`src/rtl/lx32_pkg.sv`:
```
// Shared LX32 writeback types: the buffered load entry and the write-port source select.
package lx32_pkg;

   localparam int LX32_XLEN = 32;

   typedef struct packed {
      logic [4:0]           rd;
      logic [LX32_XLEN-1:0] data;
   } wb_entry_t;

   typedef enum logic [1:0] {
      WB_NONE,
      WB_ALU,
      WB_LSU,
      WB_BYP
   } wb_src_e;

endpackage

```
`src/rtl/wb_fifo.sv`:
```
// Synchronous FIFO of writeback entries; occupancy is kept separately from the
// pointers so that full and empty never alias. DEPTH must be a power of two.
module wb_fifo
   import lx32_pkg::*;
#(
   parameter  int DEPTH = 4,
   localparam int CNT_W = $clog2(DEPTH + 1),
   localparam int PTR_W = $clog2(DEPTH)
) (
   input  logic             clk,
   input  logic             rst_n,
   input  logic             push,
   input  logic             pop,
   input  wb_entry_t        wr_entry,
   output wb_entry_t        rd_entry,
   output logic             full,
   output logic             empty,
   output logic [CNT_W-1:0] count
);

   wb_entry_t        mem [DEPTH];
   logic [PTR_W-1:0] wr_ptr;
   logic [PTR_W-1:0] rd_ptr;
   logic             do_push;
   logic             do_pop;

   assign full     = (count == CNT_W'(DEPTH));
   assign empty    = (count == '0);
   assign do_push  = push && !full;
   assign do_pop   = pop && !empty;
   assign rd_entry = mem[rd_ptr];

   always_ff @(posedge clk or negedge rst_n) begin
      if (!rst_n) begin
         wr_ptr <= '0;
         rd_ptr <= '0;
         count  <= '0;
      end else begin
         if (do_push) wr_ptr <= wr_ptr + PTR_W'(1);
         if (do_pop)  rd_ptr <= rd_ptr + PTR_W'(1);
         case ({do_push, do_pop})
            2'b10:   count <= count + CNT_W'(1);
            2'b01:   count <= count - CNT_W'(1);
            default: count <= count;
         endcase
      end
   end

   // Storage carries no reset; only entries between the pointers are ever read.
   always_ff @(posedge clk) begin
      if (do_push) mem[wr_ptr] <= wr_entry;
   end

endmodule

```
`src/rtl/writeback_arbiter.sv`:
```
// Merges ALU and load results onto the single register-file write port, with a
// load FIFO and starvation counter. Optional same-cycle load bypass: WB_LSU_BYPASS_EN.
module writeback_arbiter
   import lx32_pkg::*;
#(
   parameter  int XLEN            = LX32_XLEN,
   parameter  int LOAD_FIFO_DEPTH = 4,
   parameter  int STARVE_LIMIT    = 4,
   localparam int CNT_W           = $clog2(LOAD_FIFO_DEPTH + 1)
) (
   input  logic             clk,
   input  logic             rst_n,
   input  logic             alu_valid,
   output logic             alu_ready,
   input  logic [4:0]       alu_rd,
   input  logic [XLEN-1:0]  alu_data,
   input  logic             lsu_valid,
   output logic             lsu_ready,
   input  logic [4:0]       lsu_rd,
   input  logic [XLEN-1:0]  lsu_data,
   output logic             rf_we,
   output logic [4:0]       rf_addr_rd,
   output logic [XLEN-1:0]  rf_data_rd,
   output logic             lsu_pending,
   output logic [CNT_W-1:0] pending_count
);

   localparam int SC_W = $clog2(STARVE_LIMIT + 1);

   logic            fifo_full;
   logic            fifo_empty;
   logic            push;
   logic            pop;
   logic            force_lsu;
   logic [SC_W-1:0] starve_cnt;
   wb_entry_t       head;
   wb_entry_t       push_entry;
   wb_src_e         src;

   assign push_entry  = '{rd: lsu_rd, data: lsu_data};
   assign lsu_ready   = !fifo_full;
   assign lsu_pending = !fifo_empty;
   assign force_lsu   = !fifo_empty && (starve_cnt == SC_W'(STARVE_LIMIT));
   assign alu_ready   = !force_lsu;
   assign pop         = (src == WB_LSU);
   // x0 loads are accepted but dropped; bypassed loads never enter the FIFO.
   assign push        = lsu_valid && lsu_ready && (lsu_rd != 5'd0) && (src != WB_BYP);

   always_comb begin
      src = WB_NONE;
      if (!rst_n)
         src = WB_NONE;
      else if (force_lsu)
         src = WB_LSU;
      else if (alu_valid && (alu_rd != 5'd0))
         src = WB_ALU;
      else if (!fifo_empty)
         src = WB_LSU;
`ifdef WB_LSU_BYPASS_EN
      else if (!alu_valid && lsu_valid && (lsu_rd != 5'd0))
         src = WB_BYP;
`endif
   end

   always_comb begin
      rf_we      = (src != WB_NONE);
      rf_addr_rd = '0;
      rf_data_rd = '0;
      case (src)
         WB_ALU: begin
            rf_addr_rd = alu_rd;
            rf_data_rd = alu_data;
         end
         WB_LSU: begin
            rf_addr_rd = head.rd;
            rf_data_rd = head.data;
         end
`ifdef WB_LSU_BYPASS_EN
         WB_BYP: begin
            rf_addr_rd = lsu_rd;
            rf_data_rd = lsu_data;
         end
`endif
         default: ;
      endcase
   end

   // Counts ALU wins while loads wait; any pop or an empty FIFO restarts it.
   always_ff @(posedge clk or negedge rst_n) begin
      if (!rst_n)
         starve_cnt <= '0;
      else if (pop || fifo_empty)
         starve_cnt <= '0;
      else if ((src == WB_ALU) && (starve_cnt != SC_W'(STARVE_LIMIT)))
         starve_cnt <= starve_cnt + SC_W'(1);
   end

   wb_fifo #(
      .DEPTH (LOAD_FIFO_DEPTH)
   ) u_fifo (
      .clk      (clk),
      .rst_n    (rst_n),
      .push     (push),
      .pop      (pop),
      .wr_entry (push_entry),
      .rd_entry (head),
      .full     (fifo_full),
      .empty    (fifo_empty),
      .count    (pending_count)
   );

endmodule

```
`config.mk`:
```
export PLATFORM = sky130hd
export DESIGN_NAME = writeback_arbiter
export DESIGN_NICKNAME = d
export VERILOG_FILES = /design/src/rtl/lx32_pkg.sv /design/src/rtl/wb_fifo.sv /design/src/rtl/writeback_arbiter.sv
export SDC_FILE = /design/constraint.sdc
export NUM_CORES = 1
export LEC_CHECK = 0
export ABC_CLOCK_PERIOD_IN_PS = 6540
export CAP_MARGIN = 20
export CORE_MARGIN = 4
export CORE_UTILIZATION = 58
export CTS_BUF_LIST = sky130_fd_sc_hd__clkbuf_8
export DETAILED_ROUTE_END_ITERATION = 6
export HOLD_SLACK_MARGIN = 0.12
export PLACE_DENSITY_LB_ADDON = 0.1
export SLEW_MARGIN = 20
export SYNTH_ARGS = -nofsm -noshare
export SYNTH_HDL_FRONTEND = slang
export SYNTH_SLANG_ARGS = --single-unit
```
`constraint.sdc`:
```
create_clock -name clk -period 6.54 [get_ports clk]
set_input_delay 1.635 -clock clk [delete_from_list [all_inputs] [get_ports clk]]
set_output_delay 1.635 -clock clk [all_outputs]
set_load 0.005 [all_outputs]
```
==> results of run 1 <==
[worst max path at each step]
stage | from | endpoint | depth (start not counted)
2_1_floorplan | alu_rd[1] | rf_addr_rd[1] | 8
3_3_place_gp | alu_rd[3] | rf_data_rd[4] | 9
3_5_place_dp | alu_rd[1] | rf_data_rd[6] | 9
4_1_cts | alu_rd[3] | rf_data_rd[6] | 9
5_1_grt | alu_rd[3] | rf_data_rd[21] | 9
6_report | alu_rd[3] | rf_data_rd[6] | 9
[metal layers]
layer	wire length [um]	share of wire [%]	vias up
met1	4880	38	1800
met5	0	0	-
met4	111	0.87	0
met3	990	7.7	9
met2	6800	53	139
li1	-	-	1549
[sequential cells by signal, indices dropped and copies added, names as in the netlist]
signal / flops
u_fifo.mem: 148
starve_cnt: 3
u_fifo.rd_ptr: 2
u_fifo.wr_ptr: 2
u_fifo.count: 3
[area by class of cell]
cell class              instances  area (um^2)
flip-flops and latches        158         4700
repair buffers                126         1260
well taps                     140          175
multi-input cells             126         1600
inverters                      12         45.0
clock inverters                14          176
clock buffers                  17          234
fillers                       625         2650
[synth_stat cells, drive strengths merged]
cell type | count | area (um^2)
or4 | 2 | 15.0
fa | 1 | 20.0
xnor2 | 4 | 35.0
a21oi | 1 | 5.00
mux4 | 37 | 833
a21boi | 1 | 7.51
inv | 12 | 45.0
nor2 | 3 | 11.3
a22o | 37 | 324
o311ai | 1 | 8.76
and3 | 1 | 6.26
o21a | 1 | 7.51
or3b | 1 | 8.76
ha | 11 | 138
edfxtp | 148 | 4440
o211a | 1 | 10.0
o2111a | 1 | 12.5
or2 | 1 | 6.26
o21ai | 2 | 10.0
clkbuf | 7 | 26.3
nand2 | 2 | 7.51
xor2 | 3 | 26.3
and2 | 8 | 55.1
mux2i | 1 | 10.0
mux2 | 1 | 15.0
dfrtp | 10 | 250
buf | 9 | 52.6
nor3 | 3 | 15.0
o211ai | 1 | 7.51
nand3 | 1 | 5.00
[power by group]
group	internal, uW	switching [uW]
Sequential	1330	157
Combinational	441	317
Clock	407	332
Total	2180	806
[critical path: stages]
cell and delay, ns:
clkdlybuf4s50_1 0.44, or4_1 0.55, o21ai_0 0.37, o211ai_1 0.19
ha_1 0.33, and2_2 0.22, buf_4 0.28, a22o_1 0.17
clkdlybuf4s50_1 0.51
[cells by family (layout without fill, tap and decap cells)]
family	after synthesis	in the layout
fa+ha+maj	12	12
flops	158	158
buf+inv	28	169
simple gates	22	22
xor+xnor	7	7
compound gates	46	46
mux	39	39
[through the flow]
stage          utilization, %  hold slack [ns]  setup WS [ns]  std cells  power [uW]
6_report                 75.6            0.556          0.186        593        2990
5_1_grt                  75.6            0.577         0.0571        593        3130
2_1_floorplan               -            0.510           1.20        312        1980
4_1_cts                  75.6            0.556          0.202        593        3020
3_3_place_gp             71.8            0.519          0.387        562        2260
3_5_place_dp             71.8            0.544          0.240        562        2290
==> flow_metrics.env, run 1 <==
export IMPL_via_per_inst=5.90
export IMPL_end_kind="output pin"
export IMPL_cts_tree="done"
export IMPL_start_util_pct=59.2
export IMPL_yosysSeqAreaShare_pct=73.1
export IMPL_busiest_layer="met2"
export IMPL_cts_root_buf="clkbuf_8"
export IMPL_clk_pin_slew_ns=0.08
export IMPL_r2r_cells=7
export IMPL_start_kind="primary input"
export IMPL_worstMarginPinSlew_ns=1.03
export IMPL_detail_route_antenna_nets=0
export IMPL_yosysWarnings=0
export IMPL_syn_inst=312
export IMPL_min_path_type="flop to flop"
export IMPL_synth_cell_type_count=34
export IMPL_layout_common_cells="edfxtp_1, clkdlybuf4s50_1, mux4_2, a22o_1, clkbuf_8"
export IMPL_ios=122
export IMPL_cts_made_buffers=17
export IMPL_p_leak_uw=0.00277
export IMPL_gr_usage_all_layers_pct=20.8
export IMPL_synth_xor_area_share_pct=0.955
export IMPL_holdPathStages=1
export IMPL_chipWidth_um=113
export IMPL_drt_iter0_drc=166
export IMPL_drc=0
export IMPL_grtUsageMet2_pct=35.5
export IMPL_crit_arrival_ns=4.72
export IMPL_muxShareOfSynthArea_pct=13.4
export IMPL_syn_cell_area_um2=6420
export IMPL_htree_levels=4
export IMPL_syn_nets=402
export IMPL_final_area_um2=8190
export IMPL_antenna_found_initial=0
export IMPL_post_route_period_util_pct=97.2
export IMPL_clock_path_buffers=2
export IMPL_layout_nets=531
export IMPL_synthSimpleGateAreaFrac_pct=2.03
export IMPL_dieArea_um2=12800
export IMPL_slew_headroom_pct=31.6
export IMPL_min_to="u_fifo.count[2]"
export IMPL_core_area_um2=10800
export IMPL_postCtsSetupBuffers=0
export IMPL_vdd_drop_max_mv=0.318
export IMPL_ys_ff_latch=158
export IMPL_grt_pass1_vias=3718
export IMPL_vias=3497
export IMPL_rr_endpoint="u_fifo.mem[2][12]"
export IMPL_r2r_start="u_fifo.count[0]"
export IMPL_dp_hpwl_um=8090
export IMPL_antennaDiodeCount=0
export IMPL_synth_avg_cell_area_um2=20.6
export IMPL_gr_usage_met3_pct=5.40
export IMPL_wire_per_inst_um=21.6
export IMPL_synth_compound_area_share_pct=6.12
export IMPL_drtPass1Iterations=4
export IMPL_crit_required_ns=4.91
export IMPL_min_from="u_fifo.count[2]"
export IMPL_synthAdderAreaFrac_pct=2.46
export IMPL_die_h_um=113
export IMPL_finalHoldViolCount=0
export IMPL_row_count=38
export IMPL_drv_slew=0
export IMPL_io_buffers=121
export IMPL_rrSetupSlack_ns=3.50
export IMPL_drive_above_1_share_pct=17.9
export IMPL_globalplace_congestion=0.765
export IMPL_hold_buffers=0
export IMPL_crit_fanout=20
export IMPL_grtUsageMet1_pct=26.1
export IMPL_setup_viol=0
export IMPL_synth_top_family_by_area="multiplexers"
export IMPL_power_density_nw_per_um2=365
export IMPL_grt_max_degree=39
export IMPL_ctsResizeCount=0
export IMPL_outcome="finished clean"
export IMPL_clk_latency_ns=0.42
export IMPL_crit_type="primary input to output pin"
export IMPL_setup_tns_ns=0
export IMPL_syn2layout_area_growth_pct=27.6
export IMPL_fin_crit_ns=6.35
export IMPL_totalWireLength_um=12800
export IMPL_dpl_instance_area_um2=7780
export IMPL_cap_viol_max_count=0
export IMPL_finClkSkew_ns=0.00552
export IMPL_rsz0062_at_grt="false"
export IMPL_grt_pass1_wl_um=19800
export IMPL_gr_total_overflow=0
export IMPL_layout_commonest_cell="edfxtp_1"
export IMPL_fmax_ghz=0.157
export IMPL_numClockSinks=158
(Power assumes the default switching activity.)
==> inputs of run 2 (changes only) <==
- CTS_CLUSTER_DIAMETER: unset -> 50
==> results of run 2 <==
Final layout, timing and power as in run 1 (identical DEF).
